<file path="config.mk">
export PLATFORM = sky130hd
export DESIGN_NAME = cfg_muxn_bank
export DESIGN_NICKNAME = d
export VERILOG_FILES = /design/src/rtl/cfg_mux_pkg.sv /design/src/rtl/cfg_muxn_bank_muxn.sv /design/src/rtl/cfg_muxn_bank.sv
export SDC_FILE = /design/constraint.sdc
export NUM_CORES = 1
export LEC_CHECK = 0
export CAP_MARGIN = 10
export CORE_UTILIZATION = 55
export CTS_CLUSTER_SIZE = 10
export DETAILED_ROUTE_END_ITERATION = 10
export PLACE_DENSITY = 0.79
export RECOVER_POWER = 100
export SLEW_MARGIN = 10
export SYNTH_ARGS = -nofsm -noshare
export SYNTH_HDL_FRONTEND = slang
export SYNTH_HIERARCHICAL = 1
export SYNTH_SLANG_ARGS = --single-unit
</file>
<file path="constraint.sdc">
create_clock -name clk -period 5.3 [get_ports clk]
set_input_delay 0.795 -clock clk [delete_from_list [all_inputs] [get_ports clk]]
set_output_delay 0.795 -clock clk [all_outputs]
set_load 0.02 [all_outputs]
</file>
<file path="src/rtl/cfg_mux_pkg.sv">
// Shared definitions for the cfg_muxn_bank routing-mux bank.
//  clog2       : elaboration-time ceiling log2 for select/counter widths
//  cfg_word_w  : per-channel config word width (select, plus regout bit if enabled)
//  REGOUT_EN   : 1 when built with CFGMUX_REGOUT_EN (registered-output option)
//  SEL_INVALID_OUT : value driven on a channel whose select is out of range
package cfg_mux_pkg;

  function automatic int clog2(input int n);
    int r;
    r = 0;
    while ((1 << r) < n) r++;
    return r;
  endfunction

  function automatic int cfg_word_w(input int swidth, input bit regout);
    return swidth + (regout ? 1 : 0);
  endfunction

`ifdef CFGMUX_REGOUT_EN
  localparam bit REGOUT_EN = 1'b1;
`else
  localparam bit REGOUT_EN = 1'b0;
`endif

  // Out-of-range selects drive a quiet 0 rather than an arbitrary input.
  localparam logic SEL_INVALID_OUT = 1'b0;

endpackage

</file>
<file path="src/rtl/cfg_muxn_bank_muxn.sv">
// muxn: one IWIDTH:1 routing mux channel.
//  I   : shared routing inputs
//  sel : channel select
//  O   : I[sel], or SEL_INVALID_OUT when sel >= IWIDTH
//  err : high when sel >= IWIDTH
module muxn
  import cfg_mux_pkg::*;
#(
  parameter int IWIDTH = 37,
  parameter int SWIDTH = clog2(IWIDTH)
) (
  input  logic [IWIDTH-1:0] I,
  input  logic [SWIDTH-1:0] sel,
  output logic              O,
  output logic              err
);

  // Compare against every legal index so unused select codes fall through
  // to the invalid default without any out-of-range part select.
  always_comb begin
    O   = SEL_INVALID_OUT;
    err = 1'b1;
    for (int i = 0; i < IWIDTH; i++) begin
      if (sel == SWIDTH'(i)) begin
        O   = I[i];
        err = 1'b0;
      end
    end
  end

endmodule

</file>
<file path="src/rtl/cfg_muxn_bank.sv">
// cfg_muxn_bank: NOUT-channel bank of IWIDTH:1 routing muxes with a
// double-buffered serial config chain (shift into shadow, commit to active).
// Optional feature macro: CFGMUX_REGOUT_EN (adds a per-channel regout bit and
// output flops; without it every output is combinational).
// Ports:
//  clk, rst_n  : clock, async active-low reset
//  I           : shared routing inputs
//  O           : channel outputs
//  cfg_en      : shift enable;  cfg_in : serial data in
//  cfg_out     : serial data out (shadow MSB, feeds next tile)
//  cfg_commit  : copy shadow to active
//  cfg_full    : exactly L bits shifted since reset/commit (saturating)
//  sel_err     : per-channel active select out of range
module cfg_muxn_bank
  import cfg_mux_pkg::*;
#(
  parameter int IWIDTH = 37,
  parameter int SWIDTH = clog2(IWIDTH),
  parameter int NOUT   = 4
) (
  input  logic              clk,
  input  logic              rst_n,
  input  logic [IWIDTH-1:0] I,
  output logic [NOUT-1:0]   O,
  input  logic              cfg_en,
  input  logic              cfg_in,
  output logic              cfg_out,
  input  logic              cfg_commit,
  output logic              cfg_full,
  output logic [NOUT-1:0]   sel_err
);

  localparam int CW    = cfg_word_w(SWIDTH, REGOUT_EN);
  localparam int L     = NOUT * CW;
  localparam int CNT_W = clog2(L + 1);
  localparam logic [CNT_W-1:0] L_CNT = CNT_W'(L);

  logic [L-1:0]     shadow;
  logic [L-1:0]     active;
  logic [CNT_W-1:0] count;
  logic [NOUT-1:0]  mux_o;

  // Commit samples the pre-edge shadow, so a simultaneous shift lands only in
  // the shadow and is counted as the first bit of the next load.
  always_ff @(posedge clk or negedge rst_n) begin
    if (!rst_n) begin
      shadow <= '0;
      active <= '0;
      count  <= '0;
    end else begin
      if (cfg_en) shadow <= {shadow[L-2:0], cfg_in};
      if (cfg_commit) begin
        active <= shadow;
        count  <= cfg_en ? CNT_W'(1) : '0;
      end else if (cfg_en && count != L_CNT) begin
        count <= count + CNT_W'(1);
      end
    end
  end

  assign cfg_out  = shadow[L-1];
  assign cfg_full = (count == L_CNT);

  for (genvar c = 0; c < NOUT; c++) begin : g_ch
    muxn #(
      .IWIDTH (IWIDTH),
      .SWIDTH (SWIDTH)
    ) u_mux (
      .I   (I),
      .sel (active[c*CW +: SWIDTH]),
      .O   (mux_o[c]),
      .err (sel_err[c])
    );
  end

`ifdef CFGMUX_REGOUT_EN
  logic [NOUT-1:0] o_q;
  logic [NOUT-1:0] regout;

  // Flops run unconditionally so switching regout on presents an
  // already-valid sample instead of a stale reset value.
  always_ff @(posedge clk or negedge rst_n) begin
    if (!rst_n) o_q <= '0;
    else        o_q <= mux_o;
  end

  for (genvar c = 0; c < NOUT; c++) begin : g_reg
    assign regout[c] = active[c*CW + CW - 1];
    assign O[c]      = regout[c] ? o_q[c] : mux_o[c];
  end
`else
  assign O = mux_o;
`endif

endmodule

</file>
==> metrics.csv, run 1 <==
metric;value;unit
Worst Path Arrival;3260;ps
crit-path max cell delay;690;ps
switching share of power;46.6;%
H-tree depth;2;
initial antenna violation count;0;
Setup Fix Bufs, Post-CTS;0;
Die H;90.5;um
Residual DRC;0;
r2r endpoint;count[0];
Clock Sinks;53;
routed via count;4079;
DR pass1 iterations;5;
clock power share;9.3;%
CP delay by family, top;buffers and inverters;
port bufs;51;
Max-cap violations;3;
Initial Util;58.1;%
Post-synth EDFFs;0;
vias in the first global route;3914;
P_sw;1090;uW
Worst-path clk slew;90;ps
Internal;1250;uW
number of buffers created by CTS;5;
Hold EP;shadow[18];
hold depth;1;
LEAKAGE;0.00189;uW
endpoints failing setup;0;
Pwr Total;2330;uW
Iteration-0 DRC Markers;355;
Synth area leaders;dfrtp_1, mux2_2, nor2_1;
first-pass GRT wire length;18900;um
core area;0.00741;sq mm
GRT met3 Usage;3.03;%
Final Skew;3.00;ps
Max Clock Freq;0.247;GHz
CTS tree;done;
pin count of the biggest net entering global routing;54;
worst reg2reg path depth;5;
global placement routability congestion;0.915;
DR WL/cell;17.8;um
Via density;6.45;
Final Max Tran Viols;118;
Bufs and invs on worst path;2;
CTS Root Cell;clkbuf_8;
Worst R2R Start;count[0];
post_cts resized;0;
Min Clock Period, post-route;4050;ps
post-synth net total;553;
die area;0.00819;sq mm
sequential share of power;41.6;%
io pins;52;
final layout net count;576;
syn_area_per_cell;8.46;sq um
number of synthesized register bits;53;
worst hold start;shadow[18];
Yosys cell types;44;
ys flop type;dfrtp_1;
Post-Syn Instances;509;
layout cell share with drive strength beyond 1;12.4;%
failing checks;capacitance limit, slew limit;
Worst setup EP type;primary output;
Placed Cells;624;
share of flip-flops with an asynchronous set or reset;100;%
startpoint types;input pin;
worst hold path type;reg2reg;
Congestion Overflow GR;0;
ant diodes;0;
grt met2 use;45.4;%
worst slew pin tran;2740;ps
RSZ-0062 raised after global routing;false;
hold buffers post-CTS;0;
Reg2Reg Setup Slack;3770;ps
final hold viol count;0;
worst vdd ir;0.000388;V
Yosys top cell by area;dfrtp_1;
synthesized area;0.00431;sq mm
area grow syn2layout;11.9;%
most used routing layer;met2;
Slew headroom;-82.9;%
Setup TNS Final;0;ps
yosys warns;6;
dpl hpwl;8100;um
Clk Latency, worst-skew pair;290;ps
fin cells;632;
most numerous cell in the Yosys netlist;dfrtp_1;
CP cell instances;clkdlybuf4s50_1, nor2_1, o21a_1, o31a_1, a2111oi_2, o31ai_1, o211ai_1, dlygate4sd3_1;
synth cell count leaders;dfrtp_1, mux2_2, nor2_1, nand2_1, a21oi_1;
GRT Total Usage;28.4;%
combinational share of power;49.0;%
Site Rows;31;
Routed Antenna Nets;0;
worst-path maximum fanout;4;
WP data required;4510;ps
Die Wd;90.5;um
clk buf depth;2;
Tcrit/Tclk final;76.4;%
status;finished with violations;
Yosys top cell area share;30.8;%
final wirelength;11300;um
Power Density;484;mW/mm^2
register area share after synthesis;30.8;%
Crit Path Class;in2out;
Worst path slowest cell;dlygate4sd3_1;
met1 usage;37.0;%
-- cell families after synthesis --
logic type / after synthesis / share of synthesized area [%]
mux: 68 / 17.4
fa+ha+maj: 2 / 0.581
compound gates: 143 / 22.8
flops: 53 / 30.8
simple gates: 184 / 21.5
xor+xnor: 2 / 0.407
buf+inv: 57 / 6.42
-- layout make-up --
cell class / instances / area (sq um)
fill: 638 / 2590
inverter: 19 / 71.3
clock inverter: 2 / 15.0
timing repair buffer: 54 / 517
sequential: 53 / 1330
tap: 99 / 124
clock buffer: 6 / 72.6
multi-input combinational: 399 / 2690
-- worst register-to-register path, delay by kind of cell, from the launching register on --
family	cells	cell delay (ps)
buffers and inverters	1	100
flip-flops	1	410
adder cells (fa/ha/maj)	1	200
AND/OR/NAND/NOR	2	360
AO/OA/AOI/OAI	1	320
-- flip-flops by register name, summed over array words and instances (netlist names) --
name    count
shadow     24
count       5
active     24
-- worst max path at each step --
stage / cells after the start / slack [ps] / to / from
after floorplan: 6 / 2550 / O[0] / I[3]
after CTS: 8 / 1360 / O[3] / I[9]
after detailed placement: 8 / 1360 / O[2] / I[9]
after global routing: 7 / 1090 / O[3] / active[18]
final: 8 / 1250 / O[3] / I[9]
after global placement: 8 / 1390 / O[0] / I[9]
-- layer usage --
| metal | vias to the layer above | share of wire (%) | routed length [um] |
|---|---|---|---|
| met4 | 0 | 6.0 | 679 |
| met3 | 57 | 5.3 | 603 |
| met5 | - | 0 | 0 |
| met2 | 169 | 45 | 5110 |
| li1 | 1940 | - | - |
| met1 | 1913 | 43 | 4880 |
-- stage by stage --
stage | instance area (sq um) | hold slack, ps | utilization, % | setup WS [ps]
finish | 4820 | 534 | 65.0 | 1250
CTS | 4840 | 533 | 65.3 | 1360
floorplan | 4310 | 475 | - | 2550
global route | 4820 | 551 | 65.0 | 1090
detailed placement | 4750 | 516 | 64.1 | 1360
global placement | 4750 | 506 | 64.1 | 1390
-- layout by cell type (no fill, tap or decap), drive strengths merged, types with 5 or more instances in the layout --
| cell | n |
|---|---|
| a21oi | 29 |
| a31oi | 8 |
| and2 | 9 |
| clkbuf | 9 |
| clkdlybuf4s50 | 38 |
| dfrtp | 53 |
| dlygate4sd3 | 12 |
| inv | 19 |
| mux2 | 56 |
| mux2i | 12 |
| nand2 | 47 |
| nand2b | 8 |
| nand3 | 17 |
| nand4 | 10 |
| nor2 | 50 |
| nor3 | 12 |
| nor3b | 12 |
| o211ai | 12 |
| o21ai | 24 |
| o22ai | 20 |
| o311ai | 5 |
| o31ai | 5 |
| or3 | 8 |
-- power groups by stage --
stage | clock network (uW) | logic [uW] | registers, uW
6_report | 218 | 1140 | 971
5_1_grt | 242 | 1260 | 1030
4_1_cts | 225 | 1160 | 963
3_5_place_dp | 0 | 1150 | 972
3_3_place_gp | 0 | 1120 | 950
2_1_floorplan | 0 | 1100 | 684
Power figures use the tool's default switching activity.
==> inputs of run 2 (changes only) <==
--- a/config.mk
+++ b/config.mk
@@ -6,10 +6,10 @@
 export NUM_CORES = 1
 export LEC_CHECK = 0
 export CAP_MARGIN = 10
-export CORE_UTILIZATION = 55
+export CORE_UTILIZATION = 52
 export CTS_CLUSTER_SIZE = 10
 export DETAILED_ROUTE_END_ITERATION = 10
-export PLACE_DENSITY = 0.79
+export PLACE_DENSITY = 0.78
 export RECOVER_POWER = 100
 export SLEW_MARGIN = 10
 export SYNTH_ARGS = -nofsm -noshare
==> constraint.sdc (replaced) <==
create_clock -name clk -period 3.5 [get_ports clk]
set_input_delay 0.525 -clock clk [delete_from_list [all_inputs] [get_ports clk]]
set_output_delay 0.525 -clock clk [all_outputs]
set_load 0.02 [all_outputs]
==> metrics.csv, run 2 (synthesized netlist as in run 1, its figures left out) <==
metric;value;unit;change
Clock Sinks;53;;unchanged
failing checks;capacitance limit, slew limit;;unchanged
Setup TNS Final;0;ps;unchanged
routed via count;4150;;was 4079
wire length on met3;750;um;was 603 um
Min Clock Period, post-route;3400;ps;
Worst setup EP type;primary output;;unchanged
die area;0.00865;sq mm;was 0.00819 sq mm
Max Clock Freq;0.294;GHz;
Setup Fix Bufs, Post-CTS;0;;unchanged
most common cell after layout, fill and taps aside;dfrtp_1;;unchanged
Routed Antenna Nets;0;;unchanged
Final Skew;10.2;ps;was 3.00 ps
DR WL/cell;18.5;um;was 17.8 um
Bufs and invs on worst path;2;;unchanged
Die H;93.0;um;was 90.5 um
worst slew pin tran;1560;ps;was 2740 ps
Final Max Tran Viols;32;;was 118
final wirelength;12000;um;was 11300 um
Placed Cells;639;;was 624
vias in the first global route;3878;;was 3914
Slew headroom;-4.02;%;was -82.9%
final setup margin;103;ps;was 1250 ps
Tcrit/Tclk final;97.1;%;
GRT Total Usage;28.6;%;was 28.4%
Power Density;756;mW/mm^2;was 484 mW/mm^2
DR pass1 iterations;5;;unchanged
Initial Util;54.9;%;was 58.1%
Max-cap violations;1;;was 3
Clk Latency, worst-skew pair;300;ps;was 290 ps
Via density;6.41;;was 6.45
area grow syn2layout;14.4;%;was 11.9%
Worst-path clk slew;90;ps;about the same
most used cell, CP;clkdlybuf4s50_1;;
Setup WS pre-CTS;73.1;ps;was 1360 ps
final hold viol count;0;;unchanged
Residual DRC;0;;unchanged
layout filler cell count;706;;was 638
worst-path maximum fanout;4;;unchanged
global placement routability congestion;0.979;;was 0.915
pin count of the biggest net entering global routing;32;;was 54
io pins;52;;unchanged
Worst Path Arrival;2870;ps;was 3260 ps
crit-path max cell delay;620;ps;was 690 ps
status;finished with violations;;unchanged
Die Wd;93.0;um;was 90.5 um
clk buf depth;2;;unchanged
Worst path slowest cell;clkdlybuf4s50_1;;was dlygate4sd3_1
met2 wire len;5500;um;was 5110 um
RSZ-0062 raised after global routing;false;;unchanged
first-pass GRT wire length;19600;um;was 18900 um
worst vdd ir;0.000619;V;was 0.000388 V
ant diodes;0;;unchanged
Congestion Overflow GR;0;;unchanged
endpoints failing setup;0;;unchanged
Top Registers;active x24, shadow x24, count x5;;unchanged
LEAKAGE;0.00194;uW;was 0.00189 uW
Crit Path Class;in2out;;unchanged
most frequent cells in the layout;dfrtp_1, mux2_2, nor2_1;;unchanged
CP cell instances;clkdlybuf4s50_1, nor2_1, o21a_1, o31a_1, a2111oi_4, o31ai_1, o211ai_1, clkdlybuf4s50_1;;was clkdlybuf4s50_1, nor2_1, o21a_1, o31a_1, a2111oi_2, o31ai_1, o211ai_1, dlygate4sd3_1
number of buffers created by CTS;5;;unchanged
layout cell share with drive strength beyond 1;13.9;%;was 12.4%
startpoint types;input pin;;unchanged
Site Rows;32;;was 31
worst hold path type;in2async;;was reg2reg
fin cells;647;;was 632
dpl hpwl;8830;um;was 8100 um
DR top layer;met4;;unchanged
CTS tree;done;;unchanged
H-tree depth;2;;unchanged
post_cts resized;0;;unchanged
CP delay by family, top;buffers and inverters;;unchanged
core area;0.00785;sq mm;was 0.00741 sq mm
Iteration-0 DRC Markers;245;;was 355
final layout net count;588;;was 576
port bufs;51;;unchanged
WL met1;5360;um;was 4880 um
hold buffers post-CTS;0;;unchanged
CTS Root Cell;clkbuf_8;;unchanged
WP data required;2970;ps;was 4510 ps
initial antenna violation count;0;;unchanged
run 2: power breakdown:
group	switching, uW	internal [uW]	total, uW
clock network	193	215	407
registers	419	849	1270
logic	1100	943	2050
total	1710	2010	3720
run 2: through the flow:
stage / power (uW) / utilization [%] / area, sq um / hold slack [ps]
final: 3720 / 62.8 / 4920 / 520
after global routing: 4000 / 62.8 / 4920 / 539
after CTS: 3750 / 63.2 / 4960 / 227
after detailed placement: 3330 / 61.8 / 4850 / 514
after global placement: 3260 / 61.8 / 4850 / 507
after floorplan: 2710 / - / 4310 / 229
run 2: final timing paths:
| kind | slack, ps | from | to | cells after the start |
|---|---|---|---|---|
| setup / recovery | 100 | I[9] | O[3] | 8 |
| hold / removal | 520 | rst_n | count[4] | 1 |
| setup reg to reg | 2040 | count[0] | count[0] | 5 |
| hold reg to reg | 520 | shadow[11] | active[11] | 1 |
| max in group asynchronous | 1050 | rst_n | active[1] | 2 |
| min in group clk | 520 | shadow[11] | active[11] | 1 |
run 2: cell type report:
type,count,area (sq um),area share (%)
Multi-Input combinational cell,399,2700,54.9
Sequential cell,53,1330,27.0
Timing Repair Buffer,66,583,11.8
Tap cell,102,128,2.59
Clock buffer,6,72.6,1.47
Inverter,19,71.3,1.45
Clock inverter,2,38.8,0.788
run 2: metal layers:
metal	global-route usage, %	vias to the layer above
met2	46.9	161
met4	11.8	0
met3	2.11	25
li1	-	1964
met1	39.3	2000
met5	0	-
==> inputs of run 3 (changes only) <==
--- a/config.mk
+++ b/config.mk
@@ -5,6 +5,7 @@
 export SDC_FILE = /design/constraint.sdc
 export NUM_CORES = 1
 export LEC_CHECK = 0
+export ABC_AREA = 1
 export CAP_MARGIN = 10
 export CORE_UTILIZATION = 52
 export CTS_CLUSTER_SIZE = 10
==> metrics.csv, run 3 <==
metric;value;unit;change
worst-path maximum fanout;3;;was 4
Crit Path Class;in2out;;unchanged
Post-synth EDFFs;0;;unchanged
yosys warns;6;;unchanged
ys flop type;dfrtp_1;;unchanged
Slew headroom;-19.0;%;was -4.02%
Final Max Tran Viols;133;;was 32
Post-Syn Instances;672;;was 509
core area;0.00789;sq mm;was 0.00785 sq mm
Worst path slowest cell;clkdlybuf4s50_1;;unchanged
Worst-path clk slew;90;ps;about the same
WP data required;2970;ps;about the same
Congestion Overflow GR;0;;unchanged
crit-path max cell delay;460;ps;was 620 ps
ant diodes;0;;unchanged
CP cell instances;clkdlybuf4s50_1, buf_4, nand4_1, nand4_1, nor2_1, nand4_1, nand2_1, nand4_1, nand2_1, nand4_1, nor2_1, nand4_1, nor2_1, nand4_1, nor2_1, nand4_1, a21oi_2, nand4_1, buf_6;;was clkdlybuf4s50_1, nor2_1, o21a_1, o31a_1, a2111oi_4, o31ai_1, o211ai_1, clkdlybuf4s50_1
synthesized area;0.00434;sq mm;was 0.00431 sq mm
Finished Core Util;68.2;%;was 62.8%
DR WL/cell;16.3;um;was 18.5 um
Max-cap violations;3;;was 1
Max Clock Freq;0.291;GHz;was 0.294 GHz
Site Rows;32;;unchanged
startpoint types;input pin;;unchanged
switching share of power;41.1;%;was 46.1%
Via density;5.85;;was 6.41
most numerous cell in the Yosys netlist;nand2_1;;was dfrtp_1
io pins;52;;unchanged
combinational share of power;45.0;%;was 55.0%
Die Wd;93.4;um;was 93.0 um
CTS tree;done;;unchanged
synth cell count leaders;nand2_1, nand4_1, inv_1, nor2_1, dfrtp_1;;was dfrtp_1, mux2_2, nor2_1, nand2_1, a21oi_1
GRT Total Usage;33.2;%;was 28.6%
status;finished with violations;;unchanged
worst reg2reg path depth;8;;was 5
Clk Latency, worst-skew pair;300;ps;about the same
clock power share;18.9;%;was 10.9%
Initial Util;55.0;%;was 54.9%
clk buf depth;2;;unchanged
most common cell after layout, fill and taps aside;nand2_1;;was dfrtp_1
Iteration-0 DRC Markers;543;;was 245
most frequent cells in the layout;nand2_1, nand4_1, inv_1;;was dfrtp_1, mux2_2, nor2_1
first-pass GRT wire length;22500;um;was 19600 um
CP delay by family, top;simple AND/OR/NAND/NOR gates;;was buffers and inverters
vias in the first global route;4756;;was 3878
most used cell, CP;nand4_1;;was clkdlybuf4s50_1
dpl hpwl;10400;um;was 8830 um
Top Registers;active x24, shadow x24, count x5;;unchanged
initial antenna violation count;0;;unchanged
Levels on crit path;19;;was 8
share of flip-flops with an asynchronous set or reset;100;%;unchanged
Die H;93.4;um;was 93.0 um
WL met1;5690;um;was 5360 um
Worst setup EP type;primary output;;unchanged
syn_area_per_cell;6.46;sq um;was 8.46 sq um
wire length on met3;1400;um;was 750 um
layout cell share with drive strength beyond 1;17.3;%;was 13.9%
port bufs;51;;unchanged
area grow syn2layout;23.9;%;was 14.4%
post-synth net total;716;;was 553
Yosys top cell by area;dfrtp_1;;unchanged
DR top layer;met4;;unchanged
Min Clock Period, post-route;3440;ps;was 3400 ps
DR pass1 iterations;6;;was 5
endpoints failing setup;0;;unchanged
Final Skew;7.80;ps;was 10.2 ps
Clock Sinks;53;;unchanged
dpl cell area;0.00516;sq mm;was 0.00485 sq mm
LEAKAGE;0.00250;uW;was 0.00194 uW
Routed Antenna Nets;0;;unchanged
Yosys cell types;27;;was 44
Synth area leaders;dfrtp_1, nand4_1, nand2_1;;was dfrtp_1, mux2_2, nor2_1
final wirelength;14100;um;was 12000 um
met2 wire len;6240;um;was 5500 um
sequential share of power;36.1;%;was 34.1%
Yosys top cell area share;30.6;%;was 30.8%
number of synthesized register bits;53;;unchanged
failing checks;capacitance limit, slew limit;;unchanged
worst hold start;shadow[15];;
worst slew pin tran;1780;ps;was 1560 ps
P_sw;922;uW;was 1710 uW
final hold viol count;0;;unchanged
global placement routability congestion;1.02;;was 0.979
CTS Root Cell;clkbuf_8;;unchanged
worst hold path type;reg2reg;;was in2async
Hold EP;shadow[16];;
Internal;1320;uW;was 2010 uW
Reg2Reg Setup Slack;2170;ps;was 2040 ps
Setup TNS Final;0;ps;unchanged
routed via count;5061;;was 4150
register area share after synthesis;30.6;%;was 30.8%
H-tree depth;2;;unchanged
number of buffers created by CTS;5;;unchanged
Bufs and invs on worst path;3;;was 2
final layout net count;806;;was 588
pin count of the biggest net entering global routing;50;;was 32
r2r endpoint;count[1];;was count[0]
Residual DRC;0;;unchanged
Worst Path Arrival;2920;ps;was 2870 ps
hold depth;2;;
Worst R2R Start;count[0];;unchanged
Tcrit/Tclk final;98.3;%;was 97.1%
final instance area;0.00538;sq mm;was 0.00492 sq mm
RSZ-0062 raised after global routing;true;;was false
worst vdd ir;0.000311;V;was 0.000619 V
Power Density;417;mW/mm^2;was 756 mW/mm^2
die area;0.00872;sq mm;was 0.00865 sq mm
run 3: cell count changes in the layout (fill, tap and decap cells not counted), sizes merged, moves of 9 or more:
cell,before,now
nand3,17,43
o22ai,20,0
nor2,50,106
nand4,10,106
or2,0,12
inv,19,97
mux2i,12,0
and2,9,0
o21ai,24,38
a21oi,29,10
nand2,47,163
o211ai,12,0
buf,11,54
mux2,56,0
run 3: metrics by stage:
stage,std cells,setup slack (ps),total power [uW],hold slack (ps)
final,865,58.3,2240,501
after global routing,865,-327,2380,526
after CTS,855,6.04,2190,292
after detailed placement,847,-337,1780,468
after global placement,847,-290,1760,467
after floorplan,672,810,1390,229
run 3: area by class of cell:
| cell class | instances | area, sq um |
|---|---|---|
| tap | 102 | 128 |
| sequential | 53 | 1350 |
| timing repair buffer | 103 | 890 |
| multi-input combinational | 501 | 2530 |
| inverter | 98 | 369 |
| fill | 698 | 2510 |
| clock buffer | 7 | 86.3 |
| clock inverter | 1 | 30.0 |
run 3: worst max-delay path by stage:
stage               endpoint  startpoint
finish                  O[0]        I[7]
floorplan               O[3]  active[19]
global route            O[0]   active[0]
CTS                     O[3]        I[1]
global placement        O[1]        I[1]
detailed placement      O[2]        I[1]
run 3: kinds of logic after synthesis:
family	share of synthesized area [%]
compound gates	5.88
buf+inv	11.6
flops	30.6
fa+ha+maj	0.576
xor+xnor	0.202
simple gates	51.2
run 3: power groups by stage:
stage | sequential, uW | clock (uW) | combinational (uW)
2_1_floorplan | 786 | 0 | 602
3_3_place_gp | 803 | 0 | 960
3_5_place_dp | 808 | 0 | 977
4_1_cts | 798 | 429 | 958
5_1_grt | 822 | 449 | 1110
6_report | 808 | 424 | 1010
run 3: timing repair:
item / CTS / global route
hold buffers: 0 / 0
gates resized for setup: 17 / 32
setup buffers: 0 / 10
setup endpoints to repair: 4 / 4
pin swaps: 0 / 15
run 3: worst register-to-register path, cell delays in order (launching register included):
cell and delay (ps):
dfrtp_1 430, inv_1 90, ha_1 200, nand2_1 60, inv_1 40, nand2_2 90, nand2_4 80, nand3_1 70
o21ai_0 130
run 3: per-layer routing:
layer  up-vias  GRT usage [%]
li1       2426              -
met1      2284           43.9
met2       276           53.7
met3        75           2.93
met4         0           18.1
met5         -              0
